## src/rtl/hex8_scan_decoder.sv

```systemverilog
// hex8_scan_decoder
// Passive receiver for an 8-digit multiplexed seven-segment bus. SEL/SEG are
// sampled every cycle. Each digit must settle before it is decoded back to a
// hex nibble, and the nibbles are reassembled into the 32-bit value the LEDs show.
//
// Ports:
//   Clk          system clock, rising edge
//   Reset_n      asynchronous active-low reset
//   SEL[7:0]     one-hot digit select, bit i drives nibble Disp_Data[4i+3:4i]
//   SEG[7:0]     active-low segments {dp,g,f,e,d,c,b,a}
//   Disp_Data    last complete frame
//   Frame_Valid  one-cycle pulse when Disp_Data updates
//   Digit_Mask   digits captured so far in the current partial frame
//   Seg_Err      one-cycle pulse, undecodable segment pattern on a one-hot digit
//   Sel_Err      one-cycle pulse, multi-hot SEL
//   Scan_Lost    level, no valid capture for TIMEOUT_CYCLES cycles
module hex8_scan_decoder #(
  parameter int CLOCK_FREQ     = 50_000_000,
  parameter int SETTLE_CYCLES  = 4,
  parameter int TIMEOUT_CYCLES = 500_000
) (
  input  logic        Clk,
  input  logic        Reset_n,
  input  logic [7:0]  SEL,
  input  logic [7:0]  SEG,
  output logic [31:0] Disp_Data,
  output logic        Frame_Valid,
  output logic [7:0]  Digit_Mask,
  output logic        Seg_Err,
  output logic        Sel_Err,
  output logic        Scan_Lost
);

  // CLOCK_FREQ is informational only; it contributes nothing to the width.
  localparam int CNT_W = $clog2(SETTLE_CYCLES + 1);
  localparam int TO_W  = $clog2(TIMEOUT_CYCLES + 1) + ((CLOCK_FREQ > 0) ? 0 : 0);

  localparam logic [CNT_W-1:0] CNT_LAST = CNT_W'(SETTLE_CYCLES - 1);
  localparam logic [TO_W-1:0]  TO_LAST  = TO_W'(TIMEOUT_CYCLES - 1);
  localparam logic [TO_W-1:0]  TO_MAX   = TO_W'(TIMEOUT_CYCLES);

  typedef enum logic [1:0] {S_WAIT, S_DECODE, S_HOLD} state_t;

  state_t            r_state, w_nextState;
  logic [CNT_W-1:0]  r_cnt, w_cntNext;
  logic [TO_W-1:0]   r_toCnt;
  logic [7:0]        r_selQ, r_segQ, r_selD, r_segD;
  logic [31:0]       r_shadow;

  logic              w_change;
  logic              w_doDecode;
  logic              w_selBlank, w_selOneHot;
  logic [4:0]        w_dec;
  logic              w_capture, w_segErr, w_selErr, w_frameDone;
  logic [7:0]        w_maskNew;
  logic [31:0]       w_shadowNew;

  // Returns {valid, nibble}. Every legal glyph has DP off (bit7 high).
  function automatic logic [4:0] segToNibble(input logic [7:0] seg);
    logic [4:0] res;
    res = 5'h00;
    case (seg)
      8'hC0: res = {1'b1, 4'h0};
      8'hF9: res = {1'b1, 4'h1};
      8'hA4: res = {1'b1, 4'h2};
      8'hB0: res = {1'b1, 4'h3};
      8'h99: res = {1'b1, 4'h4};
      8'h92: res = {1'b1, 4'h5};
      8'h82: res = {1'b1, 4'h6};
      8'hF8: res = {1'b1, 4'h7};
      8'h80: res = {1'b1, 4'h8};
      8'h90: res = {1'b1, 4'h9};
      8'h88: res = {1'b1, 4'hA};
      8'h83: res = {1'b1, 4'hB};
      8'hC6: res = {1'b1, 4'hC};
      8'hA1: res = {1'b1, 4'hD};
      8'h86: res = {1'b1, 4'hE};
      8'h8E: res = {1'b1, 4'hF};
      default: res = 5'h00;
    endcase
    return res;
  endfunction

  // Two-stage sampling; change compares the newest sample with the one before.
  always_ff @(posedge Clk or negedge Reset_n) begin
    if (!Reset_n) begin
      r_selQ <= 8'h00;
      r_segQ <= 8'h00;
      r_selD <= 8'h00;
      r_segD <= 8'h00;
    end else begin
      r_selQ <= SEL;
      r_segQ <= SEG;
      r_selD <= r_selQ;
      r_segD <= r_segQ;
    end
  end

  assign w_change = {r_selQ, r_segQ} != {r_selD, r_segD};

  always_ff @(posedge Clk or negedge Reset_n) begin
    if (!Reset_n) begin
      r_state <= S_WAIT;
      r_cnt   <= '0;
    end else begin
      r_state <= w_nextState;
      r_cnt   <= w_cntNext;
    end
  end

  // A change seen in S_DECODE means the sample being decoded differs from the
  // settled one, so settling restarts instead of decoding a one-sample glitch.
  always_comb begin
    w_nextState = r_state;
    w_cntNext   = r_cnt;
    w_doDecode  = 1'b0;
    case (r_state)
      S_WAIT: begin
        if (w_change) begin
          w_cntNext = '0;
        end else if (r_cnt == CNT_LAST) begin
          w_nextState = S_DECODE;
        end else begin
          w_cntNext = r_cnt + CNT_W'(1);
        end
      end
      S_DECODE: begin
        if (w_change) begin
          w_nextState = S_WAIT;
          w_cntNext   = '0;
        end else begin
          w_doDecode  = 1'b1;
          w_nextState = S_HOLD;
        end
      end
      S_HOLD: begin
        if (w_change) begin
          w_nextState = S_WAIT;
          w_cntNext   = '0;
        end
      end
      default: begin
        w_nextState = S_WAIT;
        w_cntNext   = '0;
      end
    endcase
  end

  assign w_selBlank  = (r_selQ == 8'h00);
  assign w_selOneHot = $onehot(r_selQ);
  assign w_dec       = segToNibble(r_segQ);

  assign w_selErr    = w_doDecode && !w_selBlank && !w_selOneHot;
  assign w_segErr    = w_doDecode && w_selOneHot && !w_dec[4];
  assign w_capture   = w_doDecode && w_selOneHot && w_dec[4];
  assign w_maskNew   = Digit_Mask | r_selQ;
  assign w_frameDone = w_capture && (w_maskNew == 8'hFF);

  always_comb begin
    w_shadowNew = r_shadow;
    for (int i = 0; i < 8; i++) begin
      if (r_selQ[i]) begin
        w_shadowNew[4*i +: 4] = w_dec[3:0];
      end
    end
  end

  // A capture on the timeout edge wins: it restarts the timer and keeps its bit.
  always_ff @(posedge Clk or negedge Reset_n) begin
    if (!Reset_n) begin
      r_shadow    <= 32'h0;
      r_toCnt     <= '0;
      Disp_Data   <= 32'h0;
      Frame_Valid <= 1'b0;
      Digit_Mask  <= 8'h00;
      Seg_Err     <= 1'b0;
      Sel_Err     <= 1'b0;
      Scan_Lost   <= 1'b0;
    end else begin
      Frame_Valid <= w_frameDone;
      Seg_Err     <= w_segErr;
      Sel_Err     <= w_selErr;
      if (w_capture) begin
        r_shadow  <= w_shadowNew;
        r_toCnt   <= '0;
        Scan_Lost <= 1'b0;
        if (w_frameDone) begin
          Disp_Data  <= w_shadowNew;
          Digit_Mask <= 8'h00;
        end else begin
          Digit_Mask <= w_maskNew;
        end
      end else begin
        if (r_toCnt != TO_MAX) begin
          r_toCnt <= r_toCnt + TO_W'(1);
        end
        if (r_toCnt == TO_LAST) begin
          Digit_Mask <= 8'h00;
          Scan_Lost  <= 1'b1;
        end
      end
    end
  end

endmodule

```

## config.mk

```make
export PLATFORM = sky130hd
export DESIGN_NAME = hex8_scan_decoder
export DESIGN_NICKNAME = d
export VERILOG_FILES = /design/src/rtl/hex8_scan_decoder.sv
export SDC_FILE = /design/constraint.sdc
export NUM_CORES = 1
export LEC_CHECK = 0
export CORE_ASPECT_RATIO = 0.5
export CORE_UTILIZATION = 28
export DETAILED_ROUTE_END_ITERATION = 8
export HOLD_SLACK_MARGIN = 0.02
export PLACE_DENSITY = 0.46
export SYNTH_ARGS = -nofsm -noshare
export SYNTH_HDL_FRONTEND = slang
export SYNTH_SLANG_ARGS = --single-unit
```

## constraint.sdc

```tcl
create_clock -name Clk -period 7.6 [get_ports Clk]
set_input_delay 1.14 -clock Clk [delete_from_list [all_inputs] [get_ports Clk]]
set_output_delay 1.14 -clock Clk [all_outputs]
set_load 0.05 [all_outputs]
```

After elaboration in Yosys (flattened, before gate mapping)
Index checks and enable logic that the tools add are counted.
Cells by class
  eq/ne operators: 29
  bitwise gates (word level): 1
  $add $sub $neg: 9
  reduce and logical (&&, ||, !) cells: 17
  mux-type cells: 27
Operators by type and width (number)
  $eq A8 B8 Y1 const B: 17
  $pmux W5 S16: 1
  $mux W19: 2
  $mux W4: 8
  $mux W8: 3
  $add A19 B1 Y19 const B: 1
  $eq A19 B19 Y1 const B: 1
  $ne A19 B19 Y1 const B: 1
  $ne A16 B16 Y1: 1
  $mux W3: 3
  $add A1 B1 Y2: 4
  $logic_not A8 Y1: 1
  $mux W2: 4
  $or A8 B8 Y8: 1
  $add A2 B2 Y3: 2
  $logic_and A1 B1 Y1: 6
  $ne A2 B2 Y1 const B: 3
  $pmux W2 S3: 1
  $pmux W3 S2: 1
  $add A3 B3 Y4: 1
  $eq A4 B1 Y1 const B: 1
  $mux W1: 4
  $reduce_and A2 Y1: 2
  $reduce_bool A2 Y1: 2
  10 further kinds: 12
Storage, ports and cells
  register bits after elaboration: 132
  output and inout port bits: 44

Depth between registers and ports, before layout
  depth after elaboration: 9
  gate-level depth with buffers: 17

Worst setup path after synthesis
No wires, ideal clock.
  path type: register to register
  start point: register r_selQ[0]
  end point: register Disp_Data[13]
  arrival: 4.056 ns
  path buffers: 2
  clock period less this slack: 4.182 ns
  data required time: 7.475 ns
  slack: 3.418 ns
  stages on the path, launching flop included: 17
  cell sequence: dfrtp_1 -> buf_2 -> inv_1 -> fa_1 -> fa_1 -> fa_1 -> inv_1 -> ha_1 -> inv_1 -> fa_1 -> a211oi_1 -> mux2i_1 -> nor3_1 -> o311a_4 -> nand2_4 -> buf_6 -> mux2_4
On the way
  cells in the longest elaborated chain, start to end: 8
RTL lines
  start, declared: RTL line 47  | logic [7:0] r_selQ, r_segQ, r_selD, r_segD;
  start signal, assigned: RTL line 87  | r_selQ <= 8'h00;
  start signal, assigned: RTL line 92  | r_selQ <= SEL;
  $add A1 B1 Y2 (not written as such): RTL line 150  | assign w_selOneHot = $onehot(r_selQ);
  $add A2 B2 Y3 (not written as such): RTL line 150
  $add A3 B3 Y4 (not written as such): RTL line 150
  $eq A4 B1 Y1: RTL line 150
  $logic_and A1 B1 Y1 (2 in a row): RTL line 155  | assign w_capture = w_doDecode && w_selOneHot && w_dec[4];
  $logic_and A1 B1 Y1: RTL line 157  | assign w_frameDone = w_capture && (w_maskNew == 8'hFF);
  $reduce_and A2 Y1 (no source line) *
  end signal, assigned: RTL line 188  | Disp_Data <= w_shadowNew;
  end, declared: RTL line 26  | output logic [31:0] Disp_Data,
Every way passes the cells marked *; elsewhere a longest branch is shown, timed or not.
A chain may end at the register's enable or synchronous reset.

Worst setup path in the final report
  start point: register r_selQ[3]
  end point: register Disp_Data[9]
Same word-level chain as after synthesis.

==> impl_metrics.tcl <==
set metrics [dict create \
    status "finished, final reports clean" \
    cp_num_buf_inv 3 \
    place_hpwl_mm 9.297 \
    netlist_top_cells_count "132 x dfrtp_1, 83 x o21ai_0, 46 x nand2_1" \
    ys_ff_latch 132 \
    multiInputGateArea_sq_um 2597 \
    p_per_area_nw_per_um2 214.6 \
    detail_route.first_pass.iterations 4 \
    ys_dominant_reg_cell "dfrtp_1" \
    grt_util_all_layers 0.1363 \
    wl_mm 14.30 \
    synth.most_common_cell "dfrtp_1" \
    finalHoldViolations 0 \
    area_growth_pct 22.46 \
    grt_max_degree 83 \
    synth.distinct_cells 58 \
    clkTransAtPathRegs_ns 0.06 \
    start_util 0.2858 \
    drive_gt1_frac 0.1042 \
    critical_path.most_common_cell "fa_1" \
    ctsHoldBuffers 0 \
    insertion_delay_ns 0.41 \
    finalCriticalPeriod_ns 4.956 \
    synth_top_area_cell "dfrtp_1" \
    synth_edf_count 0 \
    slew_headroom 0.3002 \
    fin_skew_ns 0.01170 \
    start_kind "flop" \
    peakVddDrop_uv 124.5 \
    dieHeight_um 107.2 \
    rsz0062_at_grt "false" \
    drv_slew 0 \
    fillers 2180 \
    via_count 4221 \
    cts_sinks 132 \
    power.leakage_nw 3.318 \
    drt_iter0_markers 175 \
    crit_family "adder cells" \
    slowest_stage "dfrtp_1" \
    port_buffers 61 \
    ys_seq_area_frac 0.5331 \
    fmax_mhz 201.8 \
    path_class "reg2reg" \
    worst_slew_pin_slew_ns 1.050 \
    cts_resized 0 \
    routed_via_density 4.568 \
    hold_class "reg2reg" \
    cp_data_arrival_time_ns 5.26 \
    period_share 0.6521 \
    yosysWarningCount 0 \
    cts_max_level 4 \
    grt_pass1_vias 4243 \
    syn_area_per_cell_sq_um 10.99 \
    gp_congestion 0.8187 \
    synth.area.top_cells "dfrtp_1 53%, o21ai_0 6.7%, mux2i_1 4.0%" \
    slowest_delay_ns 0.67 \
    detail_route.wl_per_cell_um 15.48 \
    setup_viol_count_final 0 \
    synth_fp_nets 597 \
    synth_area_sq_um 6196 \
    fin_nets 645 \
    ys_async_sr_fraction 1.000 \
    row_count 38 \
    drc_errors 0 \
    dieArea_sq_um 22760 \
    grt_pass1_wl_mm 23.67 \
    setup_tns_ns 0 \
    clock-root-buffer "clkbuf_16" \
    synth_top_area_frac 0.5331 \
    cts_tree "built" \
    synth_cells 564 \
    critPathCaptureType "flop" \
    critPathRequiredTime_ns 7.90 \
    antenna_found_initial 0 \
    die_width_um 212.4 \
    drv_cap 0 \
    overflow 0 \
    cp_cell_sequence "inv_1 > fa_1 > fa_1 > fa_1 > inv_1 > ha_1 > inv_1 > fa_1 > a211oi_1 > mux2i_1 > nor3_1 > o311a_4 > nand2_4 > mux2_4" \
    cts_buffer_depth 2 \
    ant_nets 0 \
    cts_setup_buffers 0 \
    core_area_sq_um 21680 \
    postLayoutCoreUtil 0.3500 \
    num_io_pins 62 \
    diodes 0 \
    critPathMaxFanout 32 \
    final-seq-area_sq_um 3303 \
    cts_buffers 17 \
]
## cell families (layout without fill, tap and decap cells)
kind of cell / Yosys count / after routing / synth area share
AOI/OAI and AO/OA: 121 / 121 / 0.1218
xor gates and xnor gates: 35 / 35 / 0.04947
adders and majority gates: 15 / 15 / 0.03514
buffers and inverters: 60 / 120 / 0.04766
DFF: 132 / 132 / 0.5331
muxes: 45 / 45 / 0.08078
and+or+nand+nor: 156 / 156 / 0.1321
## layout make-up
type                    instances  share of cell area
clock buffers                  18             0.05656
inverters                      24             0.01187
flip-flops and latches        132              0.4354
repair buffers                 65             0.08460
well taps                     300             0.04947
clock inverters                13             0.01979
multi-input cells             372              0.3423
## through the flow
step	area (sq um)	instances	hold slack [ns]	power, mW	setup WS [ns]
after global placement	7008	893	0.4612	0.8214	2.757
after CTS	7587	924	0.4822	1.653	2.570
after detailed placement	7008	893	0.4689	0.8230	2.618
final	7587	924	0.4794	1.628	2.644
after floorplan	6196	564	0.3487	0.7850	3.418
after global routing	7587	924	0.5039	1.697	2.349
## layout by cell type (no fill, tap or decap), types with 5 or more instances in the layout
master / count
nor4_1: 6
inv_1: 24
a21oi_1: 5
mux2_2: 12
clkbuf_16: 17
nor2_1: 41
nand3_1: 16
nand2_1: 46
ha_1: 11
xor2_1: 23
xnor2_1: 12
mux2i_1: 25
clkdlybuf4s50_1: 60
nor3b_1: 5
o21ai_0: 83
a22o_1: 9
nand4_1: 9
mux2_4: 6
dfrtp_1: 132
nor3_1: 5
## final timing paths
| path | slack (ns) | cells past startpoint | start | endpoint |
|---|---|---|---|---|
| worst max-delay path | 2.64 | 14 | r_selQ[3] | Disp_Data[9] |
| worst min-delay path | 0.48 | 2 | r_shadow[20] | r_shadow[20] |
| worst max register to register | 2.64 | 14 | r_selQ[3] | Disp_Data[9] |
| worst min register to register | 0.48 | 2 | r_shadow[20] | r_shadow[20] |
| max in group asynchronous | 5.48 | 2 | Reset_n | Disp_Data[23] |
| min in group asynchronous | 0.67 | 1 | Reset_n | r_toCnt[10] |
## metal layers
| layer | vias up | part of all wire | global-route usage |
|---|---|---|---|
| met3 | 17 | 0.035 | 0.03427 |
| met1 | 2081 | 0.50 | 0.1886 |
| met5 | - | 0 | 0 |
| li1 | 2068 | - | - |
| met4 | 0 | 0.013 | 0.04882 |
| met2 | 55 | 0.45 | 0.2052 |
## where the power goes
part | switching [mW] | internal (mW)
sequential | 0.0200 | 0.711
clock | 0.334 | 0.487
combinational | 0.0423 | 0.0337
total | 0.396 | 1.23
## sequential cells by signal (all words and copies together), names as in the netlist
signal / cells
Digit_Mask: 8
Disp_Data: 32
Frame_Valid: 1
Scan_Lost: 1
Seg_Err: 1
Sel_Err: 1
r_cnt: 3
r_segD: 8
r_segQ: 8
r_selD: 8
r_selQ: 8
r_shadow: 32
r_state: 2
r_toCnt: 19
## worst reg2reg max path: cells and delay by family (launching register included)
kind | cells | cell delay, ns
adder cells (fa/ha/maj) | 5 | 1.92
AND/OR/NAND/NOR | 2 | 0.75
AO/OA/AOI/OAI | 2 | 0.72
flip-flops | 1 | 0.67
multiplexers | 2 | 0.52
buffers and inverters | 3 | 0.26
(Power assumes the default switching activity.)
